File: src/rtl/floyd_warshall_path_loader.sv
// floyd_warshall_path_loader: streams path words into shared memory, optionally verifies them, then pulses t.
// Optional readback verification is compiled in with `define PATH_LOADER_READBACK_EN.
module floyd_warshall_path_loader #(
  parameter int WIDTH  = 32,
  parameter int SIZE   = 64,
  parameter int ADDR_W = 6
) (
  input  logic              clk,
  input  logic              rst,
  input  logic              load_req,
  input  logic              in_valid,
  input  logic [WIDTH-1:0]  in_data,
  output logic              in_ready,
  output logic [ADDR_W-1:0] mem_addr,
  output logic              mem_wr_en,
  output logic [WIDTH-1:0]  mem_wr_data,
  output logic              mem_rd_en,
  input  logic [WIDTH-1:0]  mem_rd_data,
  output logic              t,
  output logic              busy,
  output logic              err
);
  typedef enum logic [2:0] {IDLE, LOAD, VERIFY, CHECK, START} state_t;
  state_t state_q, state_d;
  logic [ADDR_W-1:0] cnt_q, cnt_d;
  logic hs, last, sum_ok;
  assign hs = (state_q == LOAD) && in_valid;
  assign last = cnt_q == ADDR_W'(SIZE - 1);
  assign in_ready = state_q == LOAD;
  assign mem_wr_en = hs;
  assign mem_wr_data = hs ? in_data : '0;
  assign mem_addr = cnt_q;
  assign busy = state_q != IDLE;
  assign t = state_q == START;
`ifdef PATH_LOADER_READBACK_EN
  logic [WIDTH-1:0] ld_sum_q, ld_sum_d, rb_sum_q, rb_sum_d;
  logic rd_pend_q, err_q, err_d;
  assign mem_rd_en = state_q == VERIFY;
  assign err = err_q;
  // Read data lags the request by one cycle, so accumulate on the pending flag.
  always_comb begin
    ld_sum_d = hs ? ld_sum_q + in_data : ld_sum_q;
    rb_sum_d = rd_pend_q ? rb_sum_q + mem_rd_data : rb_sum_q;
    sum_ok = rb_sum_d == ld_sum_q;
    err_d = (state_q == CHECK && !sum_ok) ? 1'b1 : err_q;
    if (state_q == IDLE && load_req) begin
      ld_sum_d = '0;
      rb_sum_d = '0;
      err_d = 1'b0;
    end
  end
  always_ff @(posedge clk) begin
    if (rst) begin
      ld_sum_q <= '0;
      rb_sum_q <= '0;
      rd_pend_q <= 1'b0;
      err_q <= 1'b0;
    end else begin
      ld_sum_q <= ld_sum_d;
      rb_sum_q <= rb_sum_d;
      rd_pend_q <= state_q == VERIFY;
      err_q <= err_d;
    end
  end
`else
  logic unused_rd;
  assign unused_rd = ^mem_rd_data;
  assign sum_ok = 1'b0;
  assign mem_rd_en = 1'b0;
  assign err = 1'b0;
`endif
  always_comb begin
    state_d = state_q;
    cnt_d = cnt_q;
    case (state_q)
      IDLE: if (load_req) begin
        state_d = LOAD;
        cnt_d = '0;
      end
      LOAD: if (hs) begin
        cnt_d = last ? '0 : cnt_q + 1'b1;
`ifdef PATH_LOADER_READBACK_EN
        if (last) state_d = VERIFY;
`else
        if (last) state_d = START;
`endif
      end
      VERIFY: begin
        cnt_d = last ? '0 : cnt_q + 1'b1;
        if (last) state_d = CHECK;
      end
      CHECK: state_d = sum_ok ? START : IDLE;
      default: state_d = IDLE;
    endcase
  end
  always_ff @(posedge clk) begin
    if (rst) begin
      state_q <= IDLE;
      cnt_q <= '0;
    end else begin
      state_q <= state_d;
      cnt_q <= cnt_d;
    end
  end
endmodule

File: config.mk
export PLATFORM = sky130hd
export DESIGN_NAME = floyd_warshall_path_loader
export DESIGN_NICKNAME = d
export VERILOG_FILES = /design/src/rtl/floyd_warshall_path_loader.sv
export SDC_FILE = /design/constraint.sdc
export NUM_CORES = 1
export LEC_CHECK = 0
export ABC_AREA = 0
export BUFFER_PORTS_ARGS = -buffer_cell sky130_fd_sc_hd__buf_2
export CAP_MARGIN = 30
export CELL_PAD_IN_SITES_DETAIL_PLACEMENT = 0
export CELL_PAD_IN_SITES_GLOBAL_PLACEMENT = 2
export CORE_UTILIZATION = 12
export CTS_BUF_LIST = sky130_fd_sc_hd__clkbuf_4
export DETAILED_ROUTE_END_ITERATION = 8
export GPL_ROUTABILITY_DRIVEN = 0
export GPL_TIMING_DRIVEN = 0
export PLACE_DENSITY = 0.81
export RECOVER_POWER = 50
export SLEW_MARGIN = 5
export SYNTH_ARGS = -nofsm -noshare
export SYNTH_HDL_FRONTEND = slang
export SYNTH_SLANG_ARGS = --single-unit
File: constraint.sdc
create_clock -name clk -period 2.2 [get_ports clk]
set_input_delay 0.33 -clock clk [delete_from_list [all_inputs] [get_ports clk]]
set_output_delay 0.33 -clock clk [all_outputs]
set_load 0.005 [all_outputs]
# Word level (Yosys, flattened, before mapping)
# Index checks and enable logic that the tools add are counted.
# totals
regBits,9
inputBits,68
# classes
n_mux,10
n_addsub,1
n_eq_ne,8
n_reduce_logical,6
# op_table
op,count
$mux 32,1
$mux 6,3
$pmux 6 s3,1
$mux 3,4
$pmux 3 s3,1
$add 6x1->6 const B,1
$eq 6x6->1 const B,1
$reduce_bool 3->1,2
$ne 2x1->1 const B,2
$ne 2x2->1 const B,2
$reduce_and 4->1,1
$eq 3x1->1 const B,1
$eq 3x2->1 const B,1
$eq 3x3->1 const B,1
$logic_not 3->1,1
$reduce_and 3->1,1
$logic_and 1x1->1,1

# Longest topological paths before layout
# Gate-level depths: netlist of the first run.
# depth
word_depth,4
mapped_depth,5
ltp_nobuf,5

# Worst setup path before layout of the first run
# No wires, ideal clock.
# synth_path
path_kind,reg-to-reg
start,reg cnt_q[0] (netlist: mem_addr[0])
end,reg cnt_q[4] (netlist: mem_addr[4])
arrival_ps,1581
synth_period_minus_slack_ps,1651
setup_time_ps,70
path_slack_ps,549
path_buffers,0
required_ps,2130
stages_incl_launch_ff,6
path_cell_list,dfxtp_1 -> ha_1 -> and3_1 -> or2b_2 -> or4_1 -> a21oi_1
# synth_between
elab_chain_len,4
word_cells_on_any_way,5
cone_classes,add/sub: 1; eq/ne: 1; mux: 3
# synth_lines
element,line,text
from (decl),25,"logic [ADDR_W-1:0] cnt_q, cnt_d;"
from (signal assigned),102,cnt_q <= cnt_d;
$add 6x1->6 / $eq 6x6->1 (equally long branches),"81, 89, 28",
$mux 6 (*),"81, 89",
$mux 6,80,LOAD: if (hs) begin
$pmux 6 s3 (*),75,case (state_q)
# Mark *: on every way between the ends. The rest lies on a longest branch, timed or not. The select of a mux whose other input is x is not followed.
# A chain may end at the register's enable or synchronous reset.

# Worst setup path after layout of the first run
# layout_path
start,reg state_q[2]
end,out mem_wr_data[26]
# layout_between
elab_chain_len,3
# layout_lines
element,line,text
from (decl),24,"state_t state_q, state_d;"
from (signal assigned),101,state_q <= state_d;
$eq 3x1->1,27,assign hs = (state_q == LOAD) && in_valid;
$logic_and 1x1->1,27,
$mux 32,31,assign mem_wr_data = hs ? in_data : '0;
to (decl),16,"output logic [WIDTH-1:0] mem_wr_data,"
# Every way passes these cells.

==> impl_metrics.tcl, run 1 <==
set metrics [dict create \
    seqPwrFrac_pct 30.6 \
    fin_skew_ps 13.4 \
    drc 0 \
    synth_area_leaders "and2_1 29%, dfxtp_1 24%, a311oi_4 3.6%" \
    yosys.area.top_type_share_pct 28.8 \
    cts_setup_buffers 0 \
    pre_cts_slack_ps 187 \
    finalNetCount 247 \
    h-tree-depth 1 \
    clock_path_buffers 2 \
    syn_inst 96 \
    status "finished, final reports clean" \
    p_leak_nw 0.649 \
    drtPass1Iterations 4 \
    period_needed_ps 2020 \
    drive_gt1_share_pct 48.0 \
    async_reset_ff_share_pct 0 \
    fmax_mhz 496 \
    synth_area_um2 739 \
    setup_ws_ps 182 \
    endpoint_kind "output pin" \
    clock_sinks 9 \
    syn_avg_cell_area_um2 7.70 \
    intPower_mw 0.374 \
    period_share_pct 91.7 \
    routed_wirelength_um 2580 \
    overflow 0 \
    via_per_inst 3.65 \
    die-width_um 80.5 \
    arrival_ps 1690 \
    yosys_warnings 0 \
    fp.dieH_um 80.5 \
    ant_nets 0 \
    seq_area_frac_synth_pct 24.4 \
    hold_viol_final 0 \
    hp-class "primary input to flip-flop" \
    area_growth_pct 66.5 \
    sw_frac_of_total_pct 36.2 \
    setup_tns_ps 0 \
    port_buffers 76 \
    grt_pass1_vias 804 \
    p_sw_mw 0.212 \
    wire_per_inst_um 10.2 \
    worstPathMaxFanout 10 \
    final_cell_mix "69 x buf_2, 34 x and2_1, 9 x clkbuf_1, 9 x dfxtp_1" \
    num_rows 28 \
    initial_core_util_pct 12.5 \
    yosys.area.top_type "and2_1" \
    design.portCount 112 \
    antenna_found_initial 0 \
    antenna_cells 0 \
    power_density_mw_per_mm2 476 \
    max-vdd-ir-drop_uv 149 \
    worst_pin_slew_ps 694 \
    maxSlewViolCount 0 \
    synth-main-ff-cell "dfxtp_1" \
    layout_commonest_cell "buf_2" \
    finalPower_mw 0.587 \
    ys_types 31 \
    final_cells 252 \
    cap_violations 0 \
    clkPwrFrac_pct 22.3 \
    rsz0062_at_grt "no" \
    ys_ff_latch 9 \
    required_ps 1870 \
    grt_use_total_pct 7.76 \
    grt_pass1_wl_um 3880 \
    criticalPathCategory "flip-flop to output pin" \
    cts_tree "yes" \
    cts_hold_buf 0 \
    grt_max_degree 11 \
    placed_cells 248 \
    path_clk_slew_ps 70 \
    core_area_mm2 0.00592 \
    setup_viol 0 \
    numCtsBuffers 3 \
    clkLatencyLatePin_ps 270 \
    crit_path_start_kind "flip-flop" \
    hpwl_um 2090 \
    first_iter_violations 32 \
    die-area_mm2 0.00648 \
    combPwrFrac_pct 47.1 \
    synth_edf_count 0 \
    max_slew_margin_pct 53.8 \
    fin_hold_ws_ps 445 \
    vias 921 \
    clockRootBuffer "clkbuf_4" \
]
area by class of cell:
cell class                 instances  area, µm²
timing repair buffer              76        370
clock buffer                       3       22.5
buffer                             8       50.0
sequential                         9        180
clock inverter                     1       5.00
multi-input combinational         80        509
fill                             684       4690
tap                               75       93.8
power by group through the flow:
stage                     clock (mW)  sequential [mW]  combinational, mW
after floorplan                    0            0.182              0.163
after global placement             0            0.183              0.282
after detailed placement           0            0.183              0.283
after CTS                      0.135            0.179              0.287
after global routing           0.145            0.181              0.310
final                          0.131            0.180              0.276
cell families after synthesis:
group	Yosys count	synth area share, %
compound gates	14	14.4
xor+xnor	1	1.18
fa+ha+maj	1	1.69
buf+inv	8	6.26
flops	9	24.4
mux	1	1.35
other cells	1	0.507
simple gates	61	50.3
metrics by stage:
stage               utilization (%)  area, µm²
floorplan                         -        743
global placement               20.6       1220
detailed placement             20.6       1220
CTS                            21.1       1250
global route                   20.8       1230
finish                         20.8       1230
metal layers:
layer / vias up / track usage (%) / wire (µm)
met5: - / 0 / 0
met4: 0 / 2.14 / 21
met3: 2 / 1.93 / 172
met2: 34 / 12.8 / 1180
met1: 396 / 9.89 / 1210
li1: 489 / - / -
synth_stat cells (2+ instances only):
cell / n
dfxtp_1: 9
nand3_1: 4
or4_1: 2
and3_1: 2
o21ai_0: 3
nor4b_1: 2
clkbuf_1: 4
nor3_1: 3
nor2_1: 4
buf_4: 2
and2_1: 34
a31oi_1: 2
nand2_1: 4
a21oi_1: 4
critical path, stage by stage, from the launching register on:
cell and delay (ps):
dfxtp_1 300, buf_2 170, nor2_2 200, and3_2 270, clkbuf_2 220, and2_1 140, buf_2 120
registers in the layout, indices dropped and copies added (netlist names):
name      cells
state_q       3
mem_addr      6
path summary, 6_finish.rpt:
kind               start         endpoint  slack (ps)  depth (start not counted)
min                  rst      mem_addr[0]         440                          2
max           state_q[2]  mem_wr_data[26]         180                          6
min reg2reg  mem_addr[2]      mem_addr[2]         530                          2
max reg2reg  mem_addr[0]      mem_addr[5]         280                          5
repair_timing:
action,CTS,global route
resized for setup,3,2
pin swaps,0,0
hold endpoints to repair,0,0
cloned,0,0
endpoints found under the setup margin,29,30
No activity file was read; power rests on OpenSTA's default activity.
==> run 2: changes to the inputs <==
--- a/config.mk
+++ b/config.mk
@@ -15,6 +15,7 @@
 export DETAILED_ROUTE_END_ITERATION = 8
 export GPL_ROUTABILITY_DRIVEN = 0
 export GPL_TIMING_DRIVEN = 0
+export MAX_ROUTING_LAYER = met4
 export PLACE_DENSITY = 0.81
 export RECOVER_POWER = 50
 export SLEW_MARGIN = 5
==> impl_metrics.tcl, run 2 (synthesis gave the netlist of run 1 again) <==
set metrics [dict create \
    area_growth_pct 66.5 \
    fin_hold_ws_ps 449 \
    p_leak_nw 0.649 \
    maxSlewViolCount 0 \
    crit_path_start_kind "flip-flop" \
    period_needed_ps 2010 \
    setup_tns_ps 0 \
    status "finished, final reports clean" \
    numCtsBuffers 3 \
    cts_hold_buf 0 \
    reg2reg_slack_ps 280 \
    max-vdd-ir-drop_uv 145 \
    layout_commonest_cell "buf_2" \
    via_per_inst 3.63 \
    clock_sinks 9 \
    hpwl_um 2090 \
    num_rows 28 \
    endpoint_kind "output pin" \
    worstPathMaxFanout 10 \
    rsz0062_at_grt "no" \
    die-width_um 80.5 \
    h-tree-depth 1 \
    setup_viol 0 \
    antenna_found_initial 0 \
    fmax_mhz 497 \
    worst_pin_slew_ps 697 \
    first_iter_violations 43 \
    vias 916 \
    design.portCount 112 \
    ant_nets 0 \
    finalNetCount 247 \
    drtPass1Iterations 4 \
    drc 0 \
    arrival_ps 1680 \
    routed_wirelength_um 2580 \
    grt_max_degree 11 \
    criticalPathCategory "flip-flop to output pin" \
    clockRootBuffer "clkbuf_4" \
    initial_core_util_pct 12.5 \
    grt_pass1_wl_um 3890 \
    max_slew_margin_pct 53.5 \
    clock_path_buffers 2 \
    power_density_mw_per_mm2 475 \
    hp-class "primary input to flip-flop" \
    hold_viol_final 0 \
    drive_gt1_share_pct 48.0 \
    wire_per_inst_um 10.2 \
    fin_skew_ps 9.23 \
    clkLatencyLatePin_ps 260 \
    fp.dieH_um 80.5 \
    grt_pass1_vias 802 \
    final_cell_mix "69 x buf_2, 34 x and2_1, 9 x clkbuf_1, 9 x dfxtp_1" \
    grt_use_total_pct 7.96 \
    period_share_pct 91.4 \
    overflow 0 \
    path_clk_slew_ps 70 \
    fillers 684 \
    antenna_cells 0 \
    cts_tree "yes" \
    die-area_mm2 0.00648 \
    largest_reg_flops 6 \
    core_area_mm2 0.00592 \
    cap_violations 0 \
    port_buffers 76 \
    required_ps 1870 \
]
[run 2: cell counts in the layout (fill, tap and decap cells not counted)]
No cell type changed its count.
[run 2: critical path, stage by stage, from the launching register on]
cell and delay, ps:
dfxtp_1 300, buf_2 170, nor2_2 200, and3_2 270, clkbuf_2 220, and2_1 140
buf_2 120
[run 2: metal layers]
metal | vias up | global-route usage (%) | routed length (µm)
met5 | - | - | 0
met4 | 0 | 2.14 | 21
met3 | 2 | 1.93 | 171
met2 | 34 | 12.9 | 1200
met1 | 392 | 9.83 | 1180
li1 | 488 | - | -
[run 2: timing repair]
| item | 4_1_cts | 5_1_grt |
|---|---|---|
| buffers inserted | 0 | 0 |
| endpoints found under the setup margin | 29 | 30 |
| resized for setup | 3 | 2 |
[run 2: cell type report]
cell class	count	area [µm²]	share of cell area, %
clock inverters	1	5.00	0.407
multi-input cells	80	509	41.4
repair buffers	76	370	30.1
clock buffers	3	22.5	1.83
plain buffers	8	50.0	4.07
well taps	75	93.8	7.62
flip-flops and latches	9	180	14.6
[run 2: final timing paths]
| check | start | end | depth (start not counted) |
|---|---|---|---|
| max | state_q[2] | mem_wr_data[26] | 6 |
| min | rst | mem_addr[0] | 2 |
| max reg2reg | mem_addr[0] | state_q[0] | 5 |
| min reg2reg | mem_addr[2] | mem_addr[2] | 2 |
[run 2: stage by stage]
step	utilization [%]	power [mW]	setup WS [ps]	instance area, µm²	std cells
floorplan	-	0.346	549	743	97
global placement	20.6	0.465	179	1220	248
detailed placement	20.6	0.466	187	1220	248
CTS	21.1	0.602	9.22	1250	252
global route	20.8	0.636	29.9	1230	252
finish	20.8	0.584	189	1230	252
[run 2: where the power goes]
group | switching [mW] | internal, mW | total (mW) | leakage [nW]
clock | 0.0615 | 0.0670 | 0.129 | 0.0177
combinational | 0.141 | 0.135 | 0.276 | 0.558
sequential | 0.00777 | 0.172 | 0.180 | 0.0728
==> run 3: changes to the inputs <==
--- a/config.mk
+++ b/config.mk
@@ -6,17 +6,17 @@
 export NUM_CORES = 1
 export LEC_CHECK = 0
 export ABC_AREA = 0
-export BUFFER_PORTS_ARGS = -buffer_cell sky130_fd_sc_hd__buf_2
 export CAP_MARGIN = 30
-export CELL_PAD_IN_SITES_DETAIL_PLACEMENT = 0
+export CELL_PAD_IN_SITES_DETAIL_PLACEMENT = 1
 export CELL_PAD_IN_SITES_GLOBAL_PLACEMENT = 2
-export CORE_UTILIZATION = 12
+export CORE_UTILIZATION = 26
 export CTS_BUF_LIST = sky130_fd_sc_hd__clkbuf_4
 export DETAILED_ROUTE_END_ITERATION = 8
+export DONT_BUFFER_PORTS = 1
 export GPL_ROUTABILITY_DRIVEN = 0
 export GPL_TIMING_DRIVEN = 0
 export MAX_ROUTING_LAYER = met4
-export PLACE_DENSITY = 0.81
+export PLACE_DENSITY = 0.79
 export RECOVER_POWER = 50
 export SLEW_MARGIN = 5
 export SYNTH_ARGS = -nofsm -noshare
==> impl_metrics.tcl, run 3 (synthesis gave the netlist of run 1 again) <==
set metrics [dict create \
    fillers 331 \
    worstPathMaxFanout 10 \
    fp.dieH_um 55.3 \
    hold_viol_final 0 \
    rr_startpoint "mem_addr[0]" \
    cts_setup_buffers 0 \
    antenna_cells 0 \
    clock_sinks 9 \
    post_dp_cell_area_um2 781 \
    clock_path_buffers 2 \
    initial_core_util_pct 28.6 \
    final_core_util_pct 31.0 \
    h-tree-depth 1 \
    finalPower_mw 0.517 \
    grt_pass1_vias 645 \
    final_cell_mix "28 x and2_1, 9 x dfxtp_1, 6 x and2_0" \
    grt_max_degree 11 \
    finalNetCount 171 \
    core_area_mm2 0.00259 \
    crit_path_start_kind "flip-flop" \
    clockRootBuffer "clkbuf_4" \
    num_rows 18 \
    setup_ws_ps 196 \
    startpoint "state_q[2]" \
    min_from "rst" \
    clkLatencyLatePin_ps 260 \
    antenna_found_initial 0 \
    design_area_um2 803 \
    arrival_ps 1670 \
    drive_gt1_share_pct 13.9 \
    p_leak_nw 0.309 \
    fin_skew_ps 1.24 \
    design.portCount 112 \
    period_needed_ps 2000 \
    cap_violations 0 \
    period_share_pct 91.1 \
    max_slew_margin_pct 51.1 \
    wire_per_inst_um 16.2 \
    layout_commonest_cell "and2_1" \
    worst_pin_slew_ps 733 \
    area_growth_pct 8.63 \
    max-vdd-ir-drop_uv 357 \
    ant_nets 0 \
    setup_tns_ps 0 \
    path_clk_slew_ps 60 \
    grt_use_total_pct 13.6 \
    vias 710 \
    status "finished, final reports clean" \
    hpwl_um 1710 \
    hp-class "primary input to flip-flop" \
    grt_pass1_wl_um 3280 \
    pre_cts_slack_ps 342 \
    criticalPathCategory "flip-flop to output pin" \
    drtPass1Iterations 4 \
    maxSlewViolCount 0 \
    first_iter_violations 22 \
    endpoint_kind "output pin" \
    via_per_inst 5.42 \
    drc 0 \
    required_ps 1870 \
    largest_reg_flops 6 \
    numCtsBuffers 3 \
    cts_hold_buf 0 \
    setup_viol 0 \
    power_density_mw_per_mm2 644 \
    rsz0062_at_grt "no" \
    die-area_mm2 0.00306 \
    port_buffers 0 \
    overflow 0 \
    cts_tree "yes" \
    routed_wirelength_um 2120 \
    die-width_um 55.3 \
    fmax_mhz 499 \
]
==> run 3: cell types whose count changed in the layout (fill, tap and decap cells not counted), sizes merged <==
cell	before	now
buf	72	4
clkbuf	15	8
clkinv	1	0
==> run 3: layout make-up <==
type / instances / area (µm²) / area share (%)
well taps: 30 / 37.5 / 4.67
plain buffers: 8 / 47.5 / 5.92
clock buffers: 4 / 30.0 / 3.74
multi-input cells: 80 / 508 / 63.2
flip-flops and latches: 9 / 180 / 22.4
==> run 3: final timing paths <==
kind / slack (ps) / to / cells after the start
max: 200 / mem_wr_data[6] / 5
min reg2reg: 550 / mem_addr[2] / 2
max reg2reg: 220 / mem_addr[5] / 5
min: 450 / mem_addr[1] / 2
==> run 3: per-stage QoR <==
stage	hold slack [ps]	cells
after floorplan	494	97
after global placement	527	127
after detailed placement	541	127
after CTS	443	131
after global routing	447	131
final	446	131
==> run 3: routing by layer <==
layer	part of all wire [%]	track usage (%)
met5	0	-
met4	0.75	4.29
met3	8.0	3.28
met2	49	23.2
met1	42	15.5
==> run 3: power by group <==
part / switching, mW / total (mW) / internal, mW
Combinational: 0.116 / 0.194 / 0.0779
Sequential: 0.00792 / 0.180 / 0.172
Clock: 0.0611 / 0.144 / 0.0825
Total: 0.185 / 0.517 / 0.332
==> run 3: worst max-delay path, cell delays in order (launching register included) <==
cell,delay (ps)
dfxtp_1,290
buf_2,170
nor2_2,200
and3_1,290
clkbuf_1,250
and2_1,200
==> run 3: timing repair <==
| action | 4_1_cts | 5_1_grt |
|---|---|---|
| setup endpoints to repair | 0 | 29 |
| gates resized for setup | 0 | 3 |
| hold endpoints to repair | 0 | 0 |
